File: config.mk
export PLATFORM = sky130hd
export DESIGN_NAME = hex_input
export DESIGN_NICKNAME = d
export VERILOG_FILES = /design/src/rtl/hex_input.sv
export SDC_FILE = /design/constraint.sdc
export NUM_CORES = 1
export LEC_CHECK = 0
export CORE_MARGIN = 2
export CORE_UTILIZATION = 54
export CTS_CLUSTER_SIZE = 30
export DETAILED_ROUTE_END_ITERATION = 16
export PLACE_DENSITY = 0.77
export SYNTH_ARGS = -nofsm -noshare
export SYNTH_HDL_FRONTEND = slang
export SYNTH_SLANG_ARGS = --single-unit
File: constraint.sdc
create_clock -name clk -period 3.5 [get_ports clk]
set_clock_uncertainty 0.05 [all_clocks]
set_input_delay 0.35 -clock clk [delete_from_list [all_inputs] [get_ports clk]]
set_output_delay 0.35 -clock clk [all_outputs]
set_load 0.03 [all_outputs]
File: src/rtl/hex_input.sv
`default_nettype none
// ============================================================================
// Module      : hex_input
// Description : Hex entry from four slide switches and two pushbuttons.
//               The operator sets a digit on the switches and presses ENTER;
//               two presses build one byte, high nibble first. The byte is
//               offered to a consumer over a valid/ack handshake. CLEAR drops
//               the byte being typed. The live entry bus feeds the display.
// Revision    : 1.0 - initial release
// ============================================================================
module hex_input #(
  parameter int DEBOUNCE_CYCLES = 50000
) (
  input  logic       clk,
  input  logic       rst,
  input  logic [3:0] sw,
  input  logic       key_enter_n,
  input  logic       key_clear_n,
  input  logic       data_ack,
  output logic [7:0] data_out,
  output logic       data_valid,
  output logic [7:0] entry,
  output logic [1:0] digit_count
);

  // The debounce counter only needs to reach DEBOUNCE_CYCLES-1: the sample
  // that would bring it to DEBOUNCE_CYCLES is the one that flips the level.
  localparam int c_CNT_W = (DEBOUNCE_CYCLES > 1) ? $clog2(DEBOUNCE_CYCLES) : 1;
  localparam logic [c_CNT_W-1:0] c_CNT_LAST = c_CNT_W'(DEBOUNCE_CYCLES - 1);

  // Key indices into the per-key vectors.
  localparam int c_KEY_ENTER = 0;
  localparam int c_KEY_CLEAR = 1;
  localparam int c_NUM_KEYS  = 2;

  typedef enum logic [1:0] {
    S_EMPTY = 2'd0,
    S_HALF  = 2'd1,
    S_FULL  = 2'd2
  } state_t;

  // --------------------------------------------------------------------------
  // Two-flop synchronizers. Keys idle high (released) so they reset to 1;
  // the switch bus resets to 0.
  // --------------------------------------------------------------------------
  logic [3:0]            sw_meta_q;
  logic [3:0]            sw_sync_q;
  logic [c_NUM_KEYS-1:0] key_meta_q;
  logic [c_NUM_KEYS-1:0] key_sync_q;
  logic [c_NUM_KEYS-1:0] w_key_raw;

  assign w_key_raw[c_KEY_ENTER] = key_enter_n;
  assign w_key_raw[c_KEY_CLEAR] = key_clear_n;

  // Bring the asynchronous switch and key levels into the clock domain.
  always_ff @(posedge clk) begin
    if (rst) begin
      sw_meta_q  <= 4'h0;
      sw_sync_q  <= 4'h0;
      key_meta_q <= '1;
      key_sync_q <= '1;
    end else begin
      sw_meta_q  <= sw;
      sw_sync_q  <= sw_meta_q;
      key_meta_q <= w_key_raw;
      key_sync_q <= key_meta_q;
    end
  end

  // --------------------------------------------------------------------------
  // Per-key debounce and press detection. A new level is accepted only after
  // DEBOUNCE_CYCLES consecutive synchronized samples disagree with the current
  // debounced level; any agreeing sample restarts the count. The press pulse
  // is registered alongside the level update, so it is high exactly in the
  // cycle after the debounced level falls.
  // --------------------------------------------------------------------------
  logic [c_NUM_KEYS-1:0] w_press;

  genvar gi;
  generate
    for (gi = 0; gi < c_NUM_KEYS; gi++) begin : g_key
      logic [c_CNT_W-1:0] cnt_q;
      logic [c_CNT_W-1:0] cnt_d;
      logic               deb_q;
      logic               deb_d;
      logic               press_q;
      logic               press_d;

      // Count disagreeing samples and flip the level when the run is long enough.
      always_comb begin
        cnt_d   = '0;
        deb_d   = deb_q;
        press_d = 1'b0;
        if (key_sync_q[gi] != deb_q) begin
          if (cnt_q == c_CNT_LAST) begin
            deb_d   = key_sync_q[gi];
            // Only a released-to-pressed transition (1 -> 0) is a press.
            press_d = ~key_sync_q[gi];
          end else begin
            cnt_d = cnt_q + c_CNT_W'(1);
          end
        end
      end

      // Debounce state: released level, empty count, no pulse out of reset.
      always_ff @(posedge clk) begin
        if (rst) begin
          cnt_q   <= '0;
          deb_q   <= 1'b1;
          press_q <= 1'b0;
        end else begin
          cnt_q   <= cnt_d;
          deb_q   <= deb_d;
          press_q <= press_d;
        end
      end

      assign w_press[gi] = press_q;
    end
  endgenerate

  logic w_enter;
  logic w_clear;

  assign w_enter = w_press[c_KEY_ENTER];
  assign w_clear = w_press[c_KEY_CLEAR];

  // --------------------------------------------------------------------------
  // Entry state machine. CLEAR has priority over everything, which also makes
  // a simultaneous ENTER get dropped and a simultaneous ack irrelevant.
  // ENTER in FULL is ignored so a pending byte is never overwritten.
  // --------------------------------------------------------------------------
  state_t     state_q;
  state_t     state_d;
  logic [7:0] entry_q;
  logic [7:0] entry_d;
  logic [7:0] data_out_q;
  logic [7:0] data_out_d;

  // State register plus the entry and data_out holding registers.
  always_ff @(posedge clk) begin
    if (rst) begin
      state_q    <= S_EMPTY;
      entry_q    <= 8'h00;
      data_out_q <= 8'h00;
    end else begin
      state_q    <= state_d;
      entry_q    <= entry_d;
      data_out_q <= data_out_d;
    end
  end

  // Next-state and next-value logic.
  always_comb begin
    state_d    = state_q;
    entry_d    = entry_q;
    data_out_d = data_out_q;
    if (w_clear) begin
      // data_out is deliberately left alone: only the typed entry is dropped.
      state_d = S_EMPTY;
      entry_d = 8'h00;
    end else begin
      case (state_q)
        S_EMPTY: begin
          if (w_enter) begin
            entry_d = {sw_sync_q, 4'h0};
            state_d = S_HALF;
          end
        end
        S_HALF: begin
          if (w_enter) begin
            entry_d    = {entry_q[7:4], sw_sync_q};
            data_out_d = {entry_q[7:4], sw_sync_q};
            state_d    = S_FULL;
          end
        end
        S_FULL: begin
          // entry and data_out stay visible after the byte is taken.
          if (data_ack) begin
            state_d = S_EMPTY;
          end
        end
        default: begin
          state_d = S_EMPTY;
        end
      endcase
    end
  end

  // Decode the digit count from the state.
  always_comb begin
    digit_count = 2'd0;
    case (state_q)
      S_HALF:  digit_count = 2'd1;
      S_FULL:  digit_count = 2'd2;
      default: digit_count = 2'd0;
    endcase
  end

  assign data_valid = (state_q == S_FULL);
  assign data_out   = data_out_q;
  assign entry      = entry_q;

endmodule
`default_nettype wire
# Word-level counts from Yosys, hierarchy flattened
# Cells that the tools add are included.
dict set report classes {
  addsub 2
  n_eq_ne 9
  n_mux 8
  n_bitwise 8
  reduce_logical 13
}
# cell count
set op_table {}
lappend op_table {{$add 16x1->16 const B} 2}
lappend op_table {{$eq 16x16->1 const B} 2}
lappend op_table {{$pmux 8 s2} 1}
lappend op_table {{$reduce_and 3->1} 4}
lappend op_table {{$reduce_or 3->1} 4}
lappend op_table {{$mux 8} 1}
lappend op_table {{$not 1->1} 8}
lappend op_table {{$mux 2} 3}
lappend op_table {{$ne 2x2->1 const B} 3}
lappend op_table {{$pmux 2 s3} 1}
lappend op_table {{$mux 4} 1}
lappend op_table {{$pmux 2 s2} 1}
lappend op_table {{$reduce_and 2->1} 2}
lappend op_table {{$eq 2x1->1 const B} 1}
lappend op_table {{$eq 2x2->1 const B} 1}
lappend op_table {{$logic_not 2->1} 1}
lappend op_table {{$ne 1x1->1} 2}
lappend op_table {{$reduce_bool 2->1} 1}
lappend op_table {{$reduce_or 2->1} 1}
dict set report totals {
  ff_bits 66
  in_bits 9
  wordCells 54
}

# Depth between registers and ports, before layout
dict set report depth {
  depth_word 3
  depth_mapped 7
  mapped_depth_nobuf 5
}

# Worst setup path after synthesis
# Ideal clock, no wire load.
dict set report synth_timing {
  path_type {register to register}
  start {reg g_key[1].cnt_q[11]}
  end {reg g_key[1].cnt_q[10]}
  setup_ns 0.115
  t_arrival_ns 1.665
  t_required_ns 3.335
  slack_ns 1.671
  path_stages_with_launch 6
  n_path_buf 1
  path_cell_list {dfxtp_1 or4_1 or4_4 nand2_4 buf_8 nor2_1}
}
dict set report synth_via {
  elab_chain_len 2
}
# item line
set synth_lines {}
lappend synth_lines {{from (decl)} 82} ;# logic [c_CNT_W-1:0] cnt_q;
lappend synth_lines {{from (signal assigned)} 112} ;# cnt_q <= cnt_d;
lappend synth_lines {{$eq 16x16->1} 95} ;# if (cnt_q == c_CNT_LAST) begin
lappend synth_lines {{$reduce_or 3->1 (no source line)} --}
# No other way between the ends.
# A chain may end at the register's enable or synchronous reset.

# Final worst setup path
dict set report layout_timing {
  start {reg state_q[0]}
  end {out digit_count[0]}
}
dict set report layout_via {
  elab_chain_len 2
  word_cells_on_any_way 3
}
# item line
set layout_lines {}
lappend layout_lines {{from (decl)} 133} ;# state_t state_q;
lappend layout_lines {{from (signal assigned)} 147} ;# state_q <= state_d;
lappend layout_lines {{$eq 2x2->1 / $eq 2x1->1 (equally long branches)} 193} ;# case (state_q)
lappend layout_lines {{$pmux 2 s2 *} 193}
lappend layout_lines {{to (decl)} 23} ;# output logic [1:0] digit_count
# Every way passes the cells marked *; elsewhere a longest branch is shown, timed or not.

==> impl_metrics.csv <==
group,metric,value,unit
run_status,status,"complete, no violations",
grt,grt_pass1_vias,1771,
timing,maxSlewHeadroom,66.1,%
yosys,synthCells,278,
grt,grt_max_degree,16,
worst_setup_path,crit_required,3.10,ns
layout,stdcell_area,3070,sq um
worst_setup_path,worst_setup_path_start_kind,"register",
clock_tree,cts_resized,0,
worst_setup_path,path_max_fanout,15,
timing,post-route-period-util,63.1,%
power,p_int,1.06,mW
power,p_total,1.36,mW
yosys,synth-compound-area-share,3.42,%
place,dpl.hpwl,3.09,mm
yosys,synthXorXnorAreaFrac,10.1,%
layout,finalNonFillerCells,367,
clock_tree,clock_sinks,66,
layout,multi_input_area,1180,sq um
clock_tree,insertion_delay,0.34,ns
grt,grt_pass1_wl,7.77,mm
floorplanning,start_util,55.4,%
clock_tree,post-cts-setup-buffers,0,
yosys,synth_area_leaders,"dfxtp_1 (51%), xnor2_1 (9.1%), nor2_1 (6.9%)",
layout,num-nets-final,319,
detailed_routing,via_per_inst,5.29,
yosys,async_reset_ff_share,0,%
detailed_routing,routed_wl,4.56,mm
power,leakage,0.974,nW
yosys,synth_most_common_cell,"dfxtp_1",
worst_setup_path,max_stage_delay,0.67,ns
layout,drive_gt1_share,9.58,%
layout,syn_to_final_growth,18.2,%
clock_tree,cts_hold_buf,0,
timing,maxSlewViolCount,0,
yosys,avgSynthCellArea,9.35,sq um
clock_tree,cts_root_buf,"clkbuf_8",
power,p_clk_share,41.9,%
yosys,synth-adder-area-share,0.963,%
power,seq_power_share,56.1,%
grt,antenna_found_initial,0,
worst_setup_path,cp_slowest_cell,"clkdlybuf4s50_1",
place,dpl-instance-area,2890,sq um
worst_setup_path,arrival,1.81,ns
timing,fin_setup_tns,0,ns
yosys,netlist.area_leader.share,50.8,%
timing,worst_hold_slack,0.367,ns
clock_tree,cts_buffers,9,
detailed_routing,dr.pass1.iters,4,
worst_setup_path,cp.buffers_inverters,1,
place,portBuffers,27,
clock_tree,htreeDepth,3,
detailed_routing,antenna_left,0,
timing,setup_viol,0,
timing,hold_viol_final,0,
yosys,synth_edf_count,0,
timing,rsz0062_at_grt,"false",
yosys,synth_ff_type,"dfxtp_1",
detailed_routing,drtIter0Drc,72,
yosys,yosysWarnings,0,
worst_setup_path,cp_top_family,"buffers and inverters",
flow_run,drv_cap,0,
yosys,ys_seq_area_share,50.8,%
power,peakVddDrop,0.270,mV
worst_setup_path,critical_path_class,"reg -> out",
detailed_routing,drcViolationCount,0,
clock_tree,clk_pin_slew,0.07,ns
floorplanning,dieHeight,73.4,um
yosys,synth.net_count,289,
yosys,yosys-top-cells-count,"dfxtp_1 (66), nor2_1 (48), xnor2_1 (27)",
worst_hold_path,hp-class,"reg -> reg",
yosys,ys_ff_latch,66,
yosys,ys_types,37,
timing,fmax,0.453,GHz
power,comb_power_share,2.0,%
grt,grt-ovfl-total,0,
yosys,synthMuxAreaShare,3.47,%
layout,fillers,392,
floorplanning,fp.dieW,73.4,um
yosys,synth_top_area_cell,"dfxtp_1",
timing,worst_pin_slew,0.509,ns
layout,regArea,1320,sq um
worst_setup_path,crit_chain,"nor2b_1 > clkdlybuf4s50_1",
detailed_routing,via_count,1941,
grt,grt_util_all_layers,19.2,%
floorplanning,die_area,5380,sq um
clock_tree,cts_buffer_depth,2,
floorplanning,core_area,4690,sq um
yosys,synth-simple-area-share,27.5,%
place,routabilityCongestion,0.848,
power,swShare,21.7,%
yosys,synth_area,2600,sq um
yosys,synth_top_family_by_area,"simple AND/OR/NAND/NOR gates",
worst_setup_path,end_kind,"output port",
layout,diodes,0,
detailed_routing,wl_per_cell,12.4,um
floorplanning,row_count,25,
floorplanning,ios,28,
place,dp_cells,351,
timing,fin_crit,2.21,ns
clock_tree,cts_tree,"done",
power,power.switching,0.295,mW
power,powerDensity,443,nW/um^2
state kept, by name (all words and copies together) (netlist names):
| signal | flops |
|---|---|
| entry | 8 |
| state_q | 2 |
| g_key.deb_q | 2 |
| g_key.press_q | 2 |
| sw_meta_q | 4 |
| g_key.cnt_q | 32 |
| key_meta_q | 2 |
| data_out | 8 |
| sw_sync_q | 4 |
| key_sync_q | 2 |
routing by layer:
layer  up-vias  part of all wire, %  global-route usage, %
li1        995                    -                      -
met1       883                   46                   22.9
met2        48                   46                   29.4
met3        15                  4.6                   7.13
met4         0                  3.0                   11.5
met5         -                    0                      0
area by class of cell:
class,instances,area share [%]
clock buffers,11,4.93
clock inverters,5,0.937
inverters,9,1.10
multi-input cells,193,38.5
flip-flops and latches,66,43.0
well taps,54,2.20
repair buffers,29,9.29
worst register-to-register path: cells and delay by family (launching register included):
kind,cells,cell delay (ns)
simple gates,4,1.52
flops,1,0.35
cell families (layout without fill, tap and decap cells):
family / count (synthesis) / after routing
buffers and inverters: 19 / 54
flip-flops: 66 / 66
XOR/XNOR: 30 / 30
adder cells (fa/ha/maj): 2 / 2
multiplexers: 9 / 9
AND/OR/NAND/NOR: 136 / 136
AO/OA/AOI/OAI: 16 / 16
cells in the final DEF, fill, tap and decap left out, types with 2 or more instances in the layout:
cell type | synthesis | routed
a21oi_1 | 9 | 9
buf_4 | 1 | 2
clkbuf_8 | 0 | 11
clkdlybuf4s50_1 | 0 | 27
clkinv_2 | 0 | 4
dfxtp_1 | 66 | 66
ha_1 | 2 | 2
inv_1 | 9 | 9
mux2i_1 | 9 | 9
nand2_1 | 14 | 14
nand2b_1 | 3 | 3
nand3_1 | 13 | 13
nand4_1 | 9 | 9
nor2_1 | 48 | 48
nor2b_1 | 13 | 13
nor3_1 | 9 | 9
nor4_1 | 7 | 7
o21ai_0 | 4 | 4
or2_2 | 6 | 6
or4_1 | 3 | 3
xnor2_1 | 27 | 27
xor2_1 | 3 | 3
through the flow:
stage | worst slack [ns] | utilization (%)
final | 1.29 | 65.4
after global routing | 1.19 | 65.4
after CTS | 1.28 | 65.4
after detailed placement | 1.44 | 61.6
after global placement | 1.49 | 61.6
after floorplan | 1.67 | -
final timing paths:
path	to	startpoint	slack (ns)	depth (start not counted)
setup / recovery	digit_count[0]	state_q[0]	1.29	2
hold / removal	key_sync_q[1]	key_meta_q[1]	0.37	1
setup reg to reg	g_key[0].cnt_q[7]	g_key[0].cnt_q[7]	1.45	4
hold reg to reg	key_sync_q[1]	key_meta_q[1]	0.37	1
power groups by stage:
stage                     clock (mW)  sequential (mW)  combinational [mW]
after floorplan                    0            0.778              0.0165
after global placement             0            0.779              0.0262
after detailed placement           0            0.779              0.0269
after CTS                      0.583            0.762              0.0271
after global routing           0.614            0.763              0.0297
final                          0.570            0.762              0.0267
Power figures use the tool's default switching activity.
